===== config.mk =====
export PLATFORM = sky130hd
export DESIGN_NAME = load_store_unit
export DESIGN_NICKNAME = d
export VERILOG_FILES = /design/src/rtl/load_store_unit.sv
export SDC_FILE = /design/constraint.sdc
export NUM_CORES = 1
export LEC_CHECK = 0
export BUFFER_PORTS_ARGS = -buffer_cell sky130_fd_sc_hd__clkbuf_2
export CORE_UTILIZATION = 55
export CTS_CLUSTER_SIZE = 24
export DETAILED_ROUTE_END_ITERATION = 16
export GPL_ROUTABILITY_DRIVEN = 0
export PLACE_DENSITY = 0.89
export SLEW_MARGIN = 20
export SYNTH_ARGS = -nofsm -noshare
export SYNTH_HDL_FRONTEND = slang
export SYNTH_SLANG_ARGS = --single-unit

===== constraint.sdc =====
create_clock -name clk -period 7.4 [get_ports clk]
set_input_delay 1.48 -clock clk [delete_from_list [all_inputs] [get_ports clk]]
set_output_delay 1.48 -clock clk [all_outputs]
set_load 0.005 [all_outputs]

===== src/rtl/load_store_unit.sv =====
// load_store_unit: multi-cycle RV32I load/store controller sitting between the
// execute stage and a 32-bit word-organised data memory. One request at a time;
// sub-word stores are done as read-modify-write on the word memory, and loads
// return sign- or zero-extended data with a single-cycle response pulse.
module load_store_unit #(
  parameter int DEPTH = 64
) (
  input  logic        clk,
  input  logic        rst,
  input  logic        req_valid,
  output logic        req_ready,
  input  logic        req_we,
  input  logic [2:0]  req_funct3,
  input  logic [31:0] req_addr,
  input  logic [31:0] req_wdata,
  output logic        resp_valid,
  output logic [31:0] resp_rdata,
  output logic        resp_err,
  output logic        mem_read,
  output logic        mem_write,
  output logic [31:0] mem_addr,
  output logic [31:0] mem_wdata,
  input  logic [31:0] mem_rdata
);

  localparam logic [31:0] DEPTH_W = 32'(DEPTH);

  typedef enum logic [1:0] {
    IDLE = 2'd0,
    RD   = 2'd1,
    WR   = 2'd2,
    RESP = 2'd3
  } state_t;

  state_t      state;
  logic        we_q;
  logic [2:0]  funct3_q;
  logic [1:0]  lane_q;      // byte offset of the request inside its word
  logic [15:0] store_lo_q;  // only the low half of store data is needed after accept

  // A request is rejected for an illegal width code, a misaligned address
  // or a word index outside the attached memory.
  function automatic logic req_error(input logic we, input logic [2:0] f3,
                                     input logic [31:0] addr);
    logic illegal;
    logic misaligned;
    logic out_of_range;
    if (we) begin
      illegal = (f3 > 3'b010);
    end else begin
      illegal = (f3 == 3'b011) || (f3 == 3'b110) || (f3 == 3'b111);
    end
    // Low two funct3 bits encode the access size for both loads and stores.
    misaligned = ((f3[1:0] == 2'b01) && addr[0]) ||
                 ((f3[1:0] == 2'b10) && (addr[1:0] != 2'b00));
    out_of_range = ({2'b00, addr[31:2]} >= DEPTH_W);
    return illegal || misaligned || out_of_range;
  endfunction

  // Pick the addressed byte/halfword out of a memory word and extend it.
  function automatic logic [31:0] load_extract(input logic [2:0] f3,
                                               input logic [1:0] lane,
                                               input logic [31:0] word);
    logic [7:0]  b;
    logic [15:0] h;
    logic [31:0] r;
    b = word[{lane, 3'b000} +: 8];
    h = lane[1] ? word[31:16] : word[15:0];
    case (f3)
      3'b000:  r = {{24{b[7]}}, b};
      3'b001:  r = {{16{h[15]}}, h};
      3'b010:  r = word;
      3'b100:  r = {24'h000000, b};
      3'b101:  r = {16'h0000, h};
      default: r = 32'h0000_0000;
    endcase
    return r;
  endfunction

  // Replace only the addressed lane of the old word with the new store data.
  function automatic logic [31:0] store_merge(input logic is_half,
                                              input logic [1:0] lane,
                                              input logic [31:0] old,
                                              input logic [15:0] wd);
    logic [31:0] r;
    r = old;
    if (is_half) begin
      if (lane[1]) begin
        r[31:16] = wd;
      end else begin
        r[15:0] = wd;
      end
    end else begin
      r[{lane, 3'b000} +: 8] = wd[7:0];
    end
    return r;
  endfunction

  // Ready is combinational so that it drops the moment reset is raised.
  assign req_ready = (state == IDLE) && !rst;

  // Controller FSM; every memory and response output is a register so that
  // reset clears them asynchronously and aborts any access in flight.
  always_ff @(posedge clk or posedge rst) begin
    if (rst) begin
      state      <= IDLE;
      we_q       <= 1'b0;
      funct3_q   <= 3'b000;
      lane_q     <= 2'b00;
      store_lo_q <= 16'h0000;
      resp_valid <= 1'b0;
      resp_rdata <= 32'h0000_0000;
      resp_err   <= 1'b0;
      mem_read   <= 1'b0;
      mem_write  <= 1'b0;
      mem_addr   <= 32'h0000_0000;
      mem_wdata  <= 32'h0000_0000;
    end else begin
      resp_valid <= 1'b0;
      mem_read   <= 1'b0;
      mem_write  <= 1'b0;
      mem_addr   <= 32'h0000_0000;
      mem_wdata  <= 32'h0000_0000;
      case (state)
        IDLE: begin
          if (req_valid) begin
            we_q       <= req_we;
            funct3_q   <= req_funct3;
            lane_q     <= req_addr[1:0];
            store_lo_q <= req_wdata[15:0];
            if (req_error(req_we, req_funct3, req_addr)) begin
              state      <= RESP;
              resp_valid <= 1'b1;
              resp_err   <= 1'b1;
              resp_rdata <= 32'h0000_0000;
            end else if (req_we && (req_funct3 == 3'b010)) begin
              // Full-word store needs no read of the old contents.
              state     <= WR;
              mem_write <= 1'b1;
              mem_addr  <= {2'b00, req_addr[31:2]};
              mem_wdata <= req_wdata;
            end else begin
              // Loads and sub-word stores both start by reading the word.
              state    <= RD;
              mem_read <= 1'b1;
              mem_addr <= {2'b00, req_addr[31:2]};
            end
          end else begin
            state <= IDLE;
          end
        end
        RD: begin
          if (we_q) begin
            state     <= WR;
            mem_write <= 1'b1;
            mem_addr  <= mem_addr;
            mem_wdata <= store_merge(funct3_q[0], lane_q, mem_rdata, store_lo_q);
          end else begin
            state      <= RESP;
            resp_valid <= 1'b1;
            resp_err   <= 1'b0;
            resp_rdata <= load_extract(funct3_q, lane_q, mem_rdata);
          end
        end
        WR: begin
          state      <= RESP;
          resp_valid <= 1'b1;
          resp_err   <= 1'b0;
          resp_rdata <= 32'h0000_0000;
        end
        RESP: begin
          state <= IDLE;
        end
        default: begin
          state <= IDLE;
        end
      endcase
    end
  end

endmodule


---- Word-level counts from Yosys, hierarchy flattened ----
Cells that the tools add are included.
W data, S select, Z words.
operators by class
  add/sub/neg operators ................... 1
  $mul .................................... 0
  divide/modulo/power cells ............... 0
  $lt $le $gt $ge ......................... 2
  equality and inequality tests ........... 16
  shift operators ......................... 3
  multiplexer cells ....................... 44
  bitwise gates (word level) .............. 0
  reductions and logical operators ........ 16
operators with widths
  operator                  number
  $mux W32                  9
  $pmux W32 S5              1
  $pmux W32 S2              2
  $pmux W32 S3              1
  $mux W30                  2
  $mux W16                  3
  $bwmux W32                1
  $shift A8 B7 Y32 const A  1
  $shiftx A32 B6 Y8         1
  $shiftx A8 B7 Y32         1
  $ge A30 B7 Y1 const B     1
  $mux W1                   18
  $eq A3 B3 Y1 const B      4
  $eq A3 B2 Y1 const B      3
  $pmux W2 S4               1
  $neg A5 Y7                1
  $eq A2 B2 Y1 const B      3
  $mux W2                   3
  $pmux W1 S3               2
  $logic_or A1 B1 Y1        5
  $eq A2 B1 Y1 const B      2
  $logic_and A1 B1 Y1       4
  $ne A2 B2 Y1 const B      2
  $reduce_and A4 Y1         1
  10 further kinds          10
word-level totals
  register bits after elaboration ......... 124
  latch bits .............................. 0
  RAM bits ................................ 0
  bits in read-only memories .............. 0
  input bits .............................. 103
  output and inout port bits .............. 101
  logic and storage cells ................. 94
  memories kept ........................... 0

---- Logic depth before layout (Yosys ltp) ----
  depth after elaboration ................. 11
  gate-level depth with buffers ........... 9
  depth with buffers taken out ............ 7

---- Worst setup path before layout ----
Ideal clock, no wire load.
  path kind ............................... input port to output port
  start ................................... input port rst
  end ..................................... output port req_ready
  arrival time ............................ 1.595 ns
  required time ........................... 5.920 ns
  path slack .............................. 4.325 ns
  stages on the path ...................... 1
  path buffers ............................ 0
  cells stage by stage .................... nor2b_1
on the way
  cells in the longest elaborated chain, start to end .. 2
ends and longest elaborated chain
  element                     RTL line  source
  from (decl)                 9         input logic rst,
  $logic_not A1 Y1 (no line)  --
  $logic_and A1 B1 Y1         100       assign req_ready = (state == IDLE) && !rst;
  to (decl)                   11        output logic req_ready,
Every way passes these cells.

---- Final worst setup path ----
Ends and elaborated chain as after synthesis.

==> run_results.csv <==
group,metric,value,unit
global_route,grt_pass1_vias,5759,
clocking,cts_root_buf,"clkbuf_16",
final_layout,antenna_cells,0,
power_and_ir_drop,ir_worst_vdd,226.9,uV
yosys,synth_ff_type,"dfrtp_1",
routing,wire_per_inst,19.06,um
die,rows,38,
final_layout,drive_gt1_share,34.83,%
yosys,avgSynthCellArea,9.974,um^2
yosys,synthCells,635,
final_layout,design_area,7946,um^2
placement,place_area,7330,um^2
setup_path,slowest_delay,0.12,ns
global_route,antenna_found_initial,0,
yosys,syn_area,6334,um^2
routing,drt-total-wl,18.38,mm
yosys,yosysUniqueCellTypes,49,
power_and_ir_drop,clkPwrFrac,27.6,%
power_and_ir_drop,combPwrFrac,37.9,%
routing,drc,0,
setup_path,arrival,1.81,ns
routing,dr.pass1.iters,6,
clocking,cts_tree,"done",
setup_path,critical_path.most_common_cell,"clkbuf_2",
setup_path,crit_path_end_kind,"output port",
routing,via_per_inst,6.113,
global_route,grt_pass1_wl,28.46,mm
die,die_area,11950,um^2
clocking,hold_buffers,0,
routing,vias,5893,
clocking,clkSinkCount,122,
timing,final-hold-violation-count,0,
routing,drtIter0Drc,620,
timing,rsz0062_at_grt,"false",
setup_path,critical_path_class,"input port to output port",
yosys,yosysSeqAreaShare,48.20,%
final_layout,nNetsFinal,923,
timing,tightest_slew,1.008,ns
global_route,grt_max_degree,86,
clocking,clockBufferDepth,2,
timing,fin_crit,3.293,ns
final_layout,utilization,72.04,%
clocking,h-tree-depth,4,
timing,drv_slew,0,
placement,port_buffers,201,
die,die_h,109.3,um
setup_path,cp_max_fo,2,
status,outcome,"completed",
die,io_pins,204,
yosys,ys_warn_count,0,
placement,hpwl,12.92,mm
die,core,11030,um^2
clocking,numCtsBuffers,17,
flow_run,maxCapViolations,0,
power_and_ir_drop,switching_power,1.206,mW
clocking,clkSlewWorstSetupHoldPaths,0.06,ns
setup_path,cp_top_family,"buffers and inverters",
power_and_ir_drop,power_density,389.2,nW/um^2
clocking,cts_setup_buffers,0,
final_layout,n_fill_cell,761,
yosys,async_flop_share,100.0,%
die,start_util,57.42,%
min_path,min_path_type,"register to register",
timing,fmax,0.3037,GHz
routing,ant_nets,0,
timing,relSlewSlack,32.62,%
setup_path,crit_path_top_delay_cell,"clkbuf_2",
power_and_ir_drop,netSwitchingFraction,38.98,%
timing,setup_viol,0,
yosys,synth-seq-cells,122,
clocking,cts_resized,0,
power_and_ir_drop,cell_internal_pwr,1.887,mW
setup_path,worstPathRequired,5.92,ns
timing,hold_slack,0.5029,ns
global_route,grt_use_total,31.72,%
die,fp.dieW,109.3,um
setup_path,start_kind,"input port",
setup_path,crit_chain,"clkbuf_2 > nor2b_1 > clkbuf_2",
final_layout,area_growth,25.46,%
clocking,clk_latency,0.42,ns
setup_path,worst-path-buf-inv,2,
global_route,grt_overflow,0,
yosys,synth_edf_count,0,
timing,fin_setup_tns,0,ns
power_and_ir_drop,leakagePower,4.210,nW
power_and_ir_drop,p_seq_share,34.6,%
timing,skew,0.01099,ns
timing,timing.final.crit_share,44.49,%
-- layout make-up --
type	count	area, um^2	area share, %
clock buffer	20	446.7	5.621
multi-input combinational	447	2993	37.66
inverter	18	70.07	0.8818
tap	140	175.2	2.204
clock inverter	12	163.9	2.063
timing repair buffer	205	1040	13.08
sequential	122	3058	38.48
-- worst reg2reg max path, delay by kind of cell (launching register included) --
family	cells	cell delay [ns]
simple gates	1	0.70
buf+inv	2	0.91
compound gates	3	0.63
fa+ha+maj	1	0.42
flops	1	0.34
-- path summary, 6_finish.rpt --
path / start / to / slack (ns) / depth (start not counted)
setup / recovery: rst / req_ready / 4.11 / 3
hold / removal: mem_addr[2] / mem_addr[2] / 0.50 / 2
setup reg to reg: lane_q[1] / mem_wdata[7] / 4.29 / 7
hold reg to reg: mem_addr[2] / mem_addr[2] / 0.50 / 2
max in group asynchronous: rst / funct3_q[0] / 5.15 / 3
min in group asynchronous: rst / mem_addr[14] / 1.09 / 2
-- power groups by stage --
stage                     registers (mW)  logic, mW  clock network, mW
after global placement              1.05       1.10                  0
after floorplan                    0.953      0.898                  0
after global routing                1.09       1.28              0.894
after CTS                           1.05       1.16              0.864
after detailed placement            1.06       1.14                  0
final                               1.07       1.17              0.853
-- layout by cell type, fill, tap and decap left out, types with 2 or more instances in the layout --
cell type,instances
a21o_1,2
clkinv_4,4
nor2b_1,2
a221o_1,15
inv_6,3
buf_4,3
nor2_1,14
nand2b_1,2
o22ai_1,9
a21oi_1,57
a22oi_1,6
clkbuf_1,2
clkbuf_2,201
conb_1,2
bufinv_16,3
mux2_2,39
and3_1,26
nor3_1,3
and2_1,3
mux2i_1,40
o21ai_0,38
nand3_1,11
ha_1,9
clkbuf_16,17
a211o_1,8
inv_1,16
a22o_1,16
a221oi_1,8
nand2_1,112
dfrtp_1,120
nor4_1,6
-- metrics by stage --
stage / power, mW / worst slack [ns] / std cells
6_report: 3.093 / 4.107 / 964
2_1_floorplan: 1.852 / 2.677 / 636
4_1_cts: 3.075 / 4.098 / 964
5_1_grt: 3.257 / 4.070 / 964
3_5_place_dp: 2.204 / 3.858 / 932
3_3_place_gp: 2.150 / 3.943 / 932
-- synth_stat cells (3+ instances only) --
cell type / number / area (um^2)
buf_2: 13 / 65.06
and3_1: 26 / 162.7
mux2_2: 39 / 439.2
a22o_1: 16 / 140.1
dfrtp_1: 122 / 3053
a221o_1: 15 / 150.1
nor3_1: 3 / 15.01
nor2_1: 14 / 52.55
nand3_1: 11 / 55.05
o21ai_0: 38 / 190.2
o22ai_1: 9 / 56.30
clkbuf_1: 30 / 112.6
a211o_1: 8 / 70.07
a221oi_1: 8 / 70.07
a21oi_1: 57 / 285.3
ha_1: 9 / 112.6
and2_1: 3 / 18.77
nand2_1: 113 / 424.2
nor4_1: 6 / 37.54
a22oi_1: 6 / 45.04
mux2i_1: 40 / 400.4
inv_1: 17 / 63.81
-- sequential cells by signal (all words and copies together) (netlist names) --
register    flops
resp_err        1
state           2
resp_valid      1
we_q            1
lane_q          2
mem_read        1
funct3_q        3
mem_wdata      32
resp_rdata     32
mem_addr       30
store_lo_q     16
mem_write       1
-- cell families after synthesis --
group / count (synthesis) / share of synthesized area (%)
AND/OR/NAND/NOR: 190 / 14.30
AO/OA/AOI/OAI: 166 / 17.58
flip-flops: 122 / 48.20
multiplexers: 80 / 13.43
buffers and inverters: 67 / 4.642
adder cells (fa/ha/maj): 9 / 1.778
other: 1 / 0.05921
-- routing by layer --
| metal | global-route usage (%) | routed length, um |
|---|---|---|
| met5 | 0 | 0 |
| met4 | 15.90 | 721 |
| met3 | 7.825 | 1778 |
| met2 | 50.04 | 8841 |
| met1 | 40.81 | 7033 |
Note: power is estimated with default switching activity, not from simulation.
